## src/rtl/mul_pkg.sv

```systemverilog
// Shared types and helpers for the sequential shift-and-add multiplier.
package mul_pkg;

    // Controller states; the spare encoding 2'b11 falls back to IDLE.
    typedef enum logic [1:0] {
        IDLE = 2'b00,
        RUN  = 2'b01,
        DONE = 2'b10
    } state_t;

    // Iteration counter must hold values 0..width inclusive.
    function automatic int cnt_width(input int width);
        return $clog2(width + 1);
    endfunction

endpackage

```

## src/rtl/cond_neg.sv

```systemverilog
// Conditional two's-complement negation: y = en ? -x : x.
module cond_neg #(
    parameter int W = 8
) (
    input  logic [W-1:0] x,
    input  logic         en,
    output logic [W-1:0] y
);

    // Invert-and-increment only when negation is requested.
    assign y = en ? (~x + W'(1)) : x;

endmodule

```

## src/rtl/seq_mul.sv

```systemverilog
// Sequential shift-and-add multiplier, one partial product per clock,
// with per-operation signed/unsigned mode and valid/ready on both sides.
//
//   state | meaning
//   ------+---------------------------------------------------------
//   IDLE  | waiting for operands, in_ready high
//   RUN   | accumulating one partial product per edge, WIDTH edges
//   DONE  | y/out_valid presented and held until out_ready
module seq_mul
    import mul_pkg::*;
#(
    parameter int WIDTH = 8
) (
    input  logic                 clk,
    input  logic                 rst,
    input  logic                 in_valid,
    output logic                 in_ready,
    input  logic [WIDTH-1:0]     a,
    input  logic [WIDTH-1:0]     b,
    input  logic                 sgn,
    output logic                 out_valid,
    input  logic                 out_ready,
    output logic [2*WIDTH-1:0]   y,
    output logic                 busy
);

    localparam int            CW   = cnt_width(WIDTH);
    localparam logic [CW-1:0] LAST = CW'(WIDTH - 1);

    state_t               state_q, state_d;
    logic [WIDTH-1:0]     mcand_q, mcand_d;
    logic [WIDTH-1:0]     hi_q, hi_d;
    logic [WIDTH-1:0]     lo_q, lo_d;
    logic                 neg_q, neg_d;
    logic [CW-1:0]        cnt_q, cnt_d;
    logic [2*WIDTH-1:0]   y_q, y_d;
    logic                 out_valid_q, out_valid_d;

    logic [WIDTH-1:0]     mag_a, mag_b;
    logic [WIDTH:0]       sum;
    logic [WIDTH-1:0]     hi_nx, lo_nx;
    logic [2*WIDTH-1:0]   prod_nx, prod_signed;
    logic                 op_zero;

    // Operand magnitudes; negate only negative two's-complement inputs.
    cond_neg #(.W(WIDTH)) u_mag_a (
        .x  (a),
        .en (sgn & a[WIDTH-1]),
        .y  (mag_a)
    );

    cond_neg #(.W(WIDTH)) u_mag_b (
        .x  (b),
        .en (sgn & b[WIDTH-1]),
        .y  (mag_b)
    );

    // Apply the result sign to the product leaving the last iteration.
    cond_neg #(.W(2*WIDTH)) u_res (
        .x  (prod_nx),
        .en (neg_q),
        .y  (prod_signed)
    );

    assign op_zero = (a == '0) || (b == '0);

    // One shift-and-add step: add mcand into the high half, then shift right.
    always_comb begin
        sum     = {1'b0, hi_q} + (lo_q[0] ? {1'b0, mcand_q} : '0);
        hi_nx   = sum[WIDTH:1];
        lo_nx   = {sum[0], lo_q[WIDTH-1:1]};
        prod_nx = {hi_nx, lo_nx};
    end

    // Next-state and datapath control.
    always_comb begin
        state_d     = state_q;
        mcand_d     = mcand_q;
        hi_d        = hi_q;
        lo_d        = lo_q;
        neg_d       = neg_q;
        cnt_d       = cnt_q;
        y_d         = y_q;
        out_valid_d = out_valid_q;

        case (state_q)
            IDLE: begin
                if (in_valid) begin
                    mcand_d = mag_a;
                    lo_d    = mag_b;
                    hi_d    = '0;
                    cnt_d   = '0;
                    neg_d   = sgn & (a[WIDTH-1] ^ b[WIDTH-1]);
                    if (op_zero) begin
                        y_d         = '0;
                        out_valid_d = 1'b1;
                        state_d     = DONE;
                    end else begin
                        state_d = RUN;
                    end
                end
            end
            RUN: begin
                hi_d  = hi_nx;
                lo_d  = lo_nx;
                cnt_d = cnt_q + CW'(1);
                if (cnt_q == LAST) begin
                    y_d         = prod_signed;
                    out_valid_d = 1'b1;
                    state_d     = DONE;
                end
            end
            DONE: begin
                if (out_ready) begin
                    out_valid_d = 1'b0;
                    state_d     = IDLE;
                end
            end
            default: begin
                out_valid_d = 1'b0;
                state_d     = IDLE;
            end
        endcase
    end

    // State and datapath registers; reset abandons any operation at once.
    always_ff @(posedge clk or posedge rst) begin
        if (rst) begin
            state_q     <= IDLE;
            mcand_q     <= '0;
            hi_q        <= '0;
            lo_q        <= '0;
            neg_q       <= 1'b0;
            cnt_q       <= '0;
            y_q         <= '0;
            out_valid_q <= 1'b0;
        end else begin
            state_q     <= state_d;
            mcand_q     <= mcand_d;
            hi_q        <= hi_d;
            lo_q        <= lo_d;
            neg_q       <= neg_d;
            cnt_q       <= cnt_d;
            y_q         <= y_d;
            out_valid_q <= out_valid_d;
        end
    end

    assign in_ready  = (state_q == IDLE);
    assign busy      = (state_q == RUN) || (state_q == DONE);
    assign y         = y_q;
    assign out_valid = out_valid_q;

endmodule

```

## config.mk

```make
export PLATFORM = sky130hd
export DESIGN_NAME = seq_mul
export DESIGN_NICKNAME = d
export VERILOG_FILES = /design/src/rtl/mul_pkg.sv /design/src/rtl/cond_neg.sv /design/src/rtl/seq_mul.sv
export SDC_FILE = /design/constraint.sdc
export NUM_CORES = 1
export LEC_CHECK = 0
export BUFFER_PORTS_ARGS = -buffer_cell sky130_fd_sc_hd__buf_2
export CORE_ASPECT_RATIO = 0.7
export CORE_MARGIN = 2
export CORE_UTILIZATION = 63
export CTS_CLUSTER_DIAMETER = 100
export DETAILED_ROUTE_END_ITERATION = 8
export PLACE_DENSITY = 0.86
export SKIP_CTS_REPAIR_TIMING = 1
export SLEW_MARGIN = 5
export SYNTH_ARGS = -nofsm -noshare
export SYNTH_HDL_FRONTEND = slang
export SYNTH_SLANG_ARGS = --single-unit
```

## constraint.sdc

```tcl
create_clock -name clk -period 6 [get_ports clk]
set_clock_uncertainty 0.1 [all_clocks]
set_input_delay 1.2 -clock clk [delete_from_list [all_inputs] [get_ports clk]]
set_output_delay 1.2 -clock clk [all_outputs]
set_load 0.01 [all_outputs]
```

Word-level counts from Yosys, hierarchy flattened:

Index checks and enable logic that the tools add are counted.

* bits in registers: 48
* input port bits: 21
* output and inout bits: 19

* add/sub/neg operators: 5
* equality and inequality tests: 7
* muxes and demuxes: 24
* bitwise logic cells: 7
* reduce and logical (&&, ||, !) cells: 11

Operators with widths (number)
* two-way mux 16 bit: 4
* two-way mux 8 bit: 5
* one-hot mux 16 bit (2 select lines): 1
* one-hot mux 8 bit (2 select lines): 2
* adder 16 x 1 -> 16 bit, second input constant: 1
* adder 8 x 1 -> 8 bit, second input constant: 2
* zero test 8 bit: 2
* NOT 16 bit: 1
* NOT 8 bit: 2
* adder 8 x 8 -> 9 bit: 1
* two-way mux 2 bit: 4
* one-hot mux 4 bit (2 select lines): 1
* AND reduction 4 bit: 2
* inequality test 2 bit, second input constant: 3
* one-hot mux 2 bit (3 select lines): 1
* adder 4 x 1 -> 4 bit, second input constant: 1
* == test 4 x 3 -> 1 bit, second input constant: 1
* two-way mux 1 bit: 4
* two-way mux 4 bit: 1
* AND reduction 2 bit: 2
* bitwise AND 1 bit: 3
* one-hot mux 1 bit (3 select lines): 1
* AND reduction 3 bit: 1
* == test 2 x 1 -> 1 bit, second input constant: 1
* 6 further kinds: 7

Depth between registers and ports, before layout:

* depth in word-level cells: 7
* depth in mapped cells: 10
* mapped depth without buffers: 10

By module:

Synthesis repeated with hierarchy kept, for this count alone.

* cells, all modules: 347
* area total of the unflattened synthesis: 3328.2 µm²

Modules (own cells, without submodules)
* seq_mul: times used 1, cells an instance 257, area each 2630.0 µm²
* cond_neg at u_res: times used 1, cells an instance 48, area each 355.3 µm²
* cond_neg at u_mag_a ...: times used 2, cells an instance 21, area each 171.4 µm²

Worst setup path after synthesis:

Ideal clock, no wire load.

* kind: input to register
* start point: input b[0]
* end point: register y_q[13], in the netlist y[13]
* arrival time: 2.715 ns
* required time: 5.776 ns
* setup slack: 3.060 ns
* stages: 10
* cell sequence: inv_1 -> ha_1 -> or3b_1 -> nor3_1 -> nand2_1 -> o311ai_4 -> nand3_2 -> clkbuf_1 -> nand2_1 -> o31ai_2

* cells in the longest elaborated chain, start to end: 4

RTL lines
* start: declaration: RTL line seq_mul.sv:19 `input logic [WIDTH-1:0] b,`
* zero test 8 bit: RTL line seq_mul.sv:65 `assign op_zero = (a == '0) || (b == '0);`
* logical OR 1 bit: RTL line seq_mul.sv:65
* inequality test 2 x 1 -> 1 bit (no line)
* AND reduction 4 bit (no line)
* end signal: assignment: RTL line seq_mul.sv:144 `y_q <= y_d;`
* end: declaration: RTL line seq_mul.sv:36 `logic [2*WIDTH-1:0] y_q, y_d;`

Every way passes these cells.
A chain may end at the register's enable or synchronous reset.

Final worst setup path:

* start point: input b[0]
* end point: register y_q[5], in the netlist y[5]

The elaborated chain is that of the path after synthesis.

==> flow_metrics.env <==
export IMPL_antenna_found_initial=0
export IMPL_rows=21
export IMPL_grt_max_degree=49
export IMPL_grt_use_met1=0.407
export IMPL_clock_sinks=48
export IMPL_pwr_share_clk=0.142
export IMPL_dpl_hpwl_um=5000
export IMPL_r2r_slack_ns=3.02
export IMPL_die_area_mm2=0.00545
export IMPL_drive_above_1_share=0.173
export IMPL_layout_filler_cells=368
export IMPL_switching_share=0.450
export IMPL_p_int_uw=898
export IMPL_numCtsBuffers=5
export IMPL_synth_area_mm2=0.00307
export IMPL_clockBufferDepth=2
export IMPL_ir_drop_uv=290
export IMPL_required_ns=6.11
export IMPL_setup_viol=0
export IMPL_drt_total_wl_um=6640
export IMPL_grt_busiest_layer="met1"
export IMPL_htreeDepth=2
export IMPL_initial_core_util=0.649
export IMPL_pwr_share_comb=0.511
export IMPL_synth_net_count=370
export IMPL_finalSetupTns_ns=0
export IMPL_ys_types=55
export IMPL_routedWlPerCell_um=15.7
export IMPL_antenna_cells=0
export IMPL_clk_latency_ns=0.31
export IMPL_grt_use_met3=0.0423
export IMPL_syn_avg_cell_area_um2=9.21
export IMPL_power_switching_uw=736
export IMPL_antenna_left=0
export IMPL_viasPerCell=6.08
export IMPL_criticalPathCategory="in2reg"
export IMPL_yosysTopAreaCell="dfrtp_1"
export IMPL_async_flop_share=1.00
export IMPL_final_period_utilization=0.516
export IMPL_cp_max_fo=25
export IMPL_fin_nets=401
export IMPL_clockRootBuffer="clkbuf_8"
export IMPL_start_kind="input pin"
export IMPL_crit_arrival_ns=3.20
export IMPL_grt_pass1_wl_um=11300
export IMPL_cts_tree="yes"
export IMPL_power_uw=1630
export IMPL_grt_pass1_vias=2371
export IMPL_vias=2566
export IMPL_synth_edf_count=0
export IMPL_power_leakage_uw=0.00157
export IMPL_crit_chain="buf_2, inv_1, ha_1, or3b_1, nor3_1, nand2_1, o311ai_4, nand3_2, o31ai_1"
export IMPL_synth_top_area_frac=0.392
export IMPL_core_area_mm2=0.00473
export IMPL_first_iter_violations=273
export IMPL_power_frac_seq=0.347
export IMPL_grt_use_met2=0.384
export IMPL_yosysSeqAreaShare=0.392
export IMPL_ios=40
export IMPL_tightestPinTransition_ns=1.01
export IMPL_status="finished clean"
export IMPL_drv_cap=0
export IMPL_synthTopCellsByArea="dfrtp_1 (39%), ha_1 (6.1%), nand2_1 (5.8%), xor2_1 (4.6%), xnor2_1 (3.7%)"
export IMPL_first_pass_iters=5
export IMPL_syn_inst=333
export IMPL_fin_ws_ns=2.90
export IMPL_synthToLayoutAreaGrowth_pct=9.34
export IMPL_max_slew_margin_rel=0.319
export IMPL_synth_warnings=0
export IMPL_clk_pin_slew_ns=0.08
export IMPL_post_place_ws_ns=2.58
export IMPL_grt_overflow_total=0
export IMPL_critPathMaxStageDelay_ns=0.43
export IMPL_powerDensity_mw_per_mm2=487
export IMPL_fin_crit_ns=3.10
export IMPL_drv_slew=0
export IMPL_grt_usage=0.265
export IMPL_portBuffers=39
export IMPL_hold_viol_final=0
export IMPL_synth_flop_cell="dfrtp_1"
export IMPL_slowest_stage="nand3_2"
export IMPL_die_x_um=87.4
export IMPL_fmax_mhz=323
export IMPL_end_kind="register"
export IMPL_route_detailed_drc=0
export IMPL_yosys_register_bits=48
export IMPL_chipHeight_um=62.4
export IMPL_rsz0062_at_grt="false"
export IMPL_gp_congestion=0.898
export IMPL_hp_class="reg2reg"
cell usage in the layout (no fill, tap or decap), types with 2 or more instances in the layout:
master    synthesis  layout
nand3_1          11      11
mux2i_1           5       5
xnor2_1          13      13
o21a_1            2       2
o41ai_1           2       2
or3b_1            2       2
nand2b_1          4       4
xor2_1           16      16
and2_1            8       8
o21ai_1          10      11
buf_2             0      39
o21ai_0          19      18
a22o_1            7       7
o22ai_1           7       7
inv_1            12      11
clkbuf_8          2       5
nor2_1           17      17
dfrtp_1          48      48
nor3_1            5       5
nand2_1          47      47
a21oi_1          18      18
a31oi_1           2       2
o31ai_1          14      14
ha_1             15      15
or3_1             5       5
nor3_2            2       2
critical path: cells and delay by family:
kind            cells  cell delay, ns
buf+inv             2            0.17
compound gates      2            0.53
fa+ha+maj           1            0.17
simple gates        4            1.11
power by group through the flow:
stage                     logic (µW)  registers (µW)  clock network, µW
after CTS                        830             566                235
after global placement           804             567                  0
after global routing             939             585                249
after floorplan                  638             564                  0
final                            835             567                232
after detailed placement         824             572                  0
metal layers:
| metal | up-vias | wire length, µm |
|---|---|---|
| met5 | - | 0 |
| met4 | 0 | 129 |
| met3 | 13 | 462 |
| met2 | 126 | 2760 |
| met1 | 1179 | 3290 |
| li1 | 1248 | - |
final timing paths:
kind | start | endpoint | depth (start not counted)
max in group asynchronous | rst | mcand_q[3] | 2
hold reg to reg | y[4] | y[4] | 2
setup reg to reg | lo_q[0] | y[15] | 10
setup / recovery | b[0] | y[5] | 9
min in group asynchronous | rst | y[3] | 2
hold / removal | y[4] | y[4] | 2
Yosys cell counts (all sizes together), types with 2 or more instances:
library cell / n
dfrtp: 48
nand2: 48
o21ai: 30
a21oi: 19
nor2: 18
xor2: 17
o31ai: 16
ha: 15
xnor2: 14
clkbuf: 13
inv: 12
nand3: 12
and2: 9
a22o: 7
nor3: 7
o22ai: 7
mux2i: 5
or3: 5
nand2b: 4
o41ai: 3
a31oi: 2
buf: 2
o21a: 2
or3b: 2
or4: 2
final cells by class:
| cell class | count | area, µm² | share of cell area |
|---|---|---|---|
| clock buffers | 6 | 72.6 | 0.0216 |
| multi-input cells | 258 | 1730 | 0.517 |
| well taps | 57 | 71.3 | 0.0213 |
| flip-flops and latches | 48 | 1200 | 0.358 |
| inverters | 12 | 45.0 | 0.0134 |
| clock inverters | 2 | 35.0 | 0.0104 |
| repair buffers | 39 | 195 | 0.0582 |
cells by family after synthesis:
family,Yosys count,share of synthesized area
AO/OA/AOI/OAI,94,0.210
flip-flops,48,0.392
XOR/XNOR,31,0.0934
AND/OR/NAND/NOR,112,0.178
multiplexers,5,0.0163
buffers and inverters,27,0.0432
adder cells (fa/ha/maj),16,0.0677
state kept, by name (all words and copies together) (netlist names):
register   count
cnt_q          4
hi_q           8
lo_q           8
mcand_q        8
neg_q          1
out_valid      1
state_q        2
y             16
through the flow:
step	util	instance area [µm²]	cells	hold WS [ns]
global route	0.709	3350	422	0.415
CTS	0.709	3350	422	0.384
finish	0.709	3350	422	0.381
global placement	0.687	3250	414	0.355
detailed placement	0.687	3250	414	0.364
floorplan	-	3070	333	0.342
(Power assumes the default switching activity.)
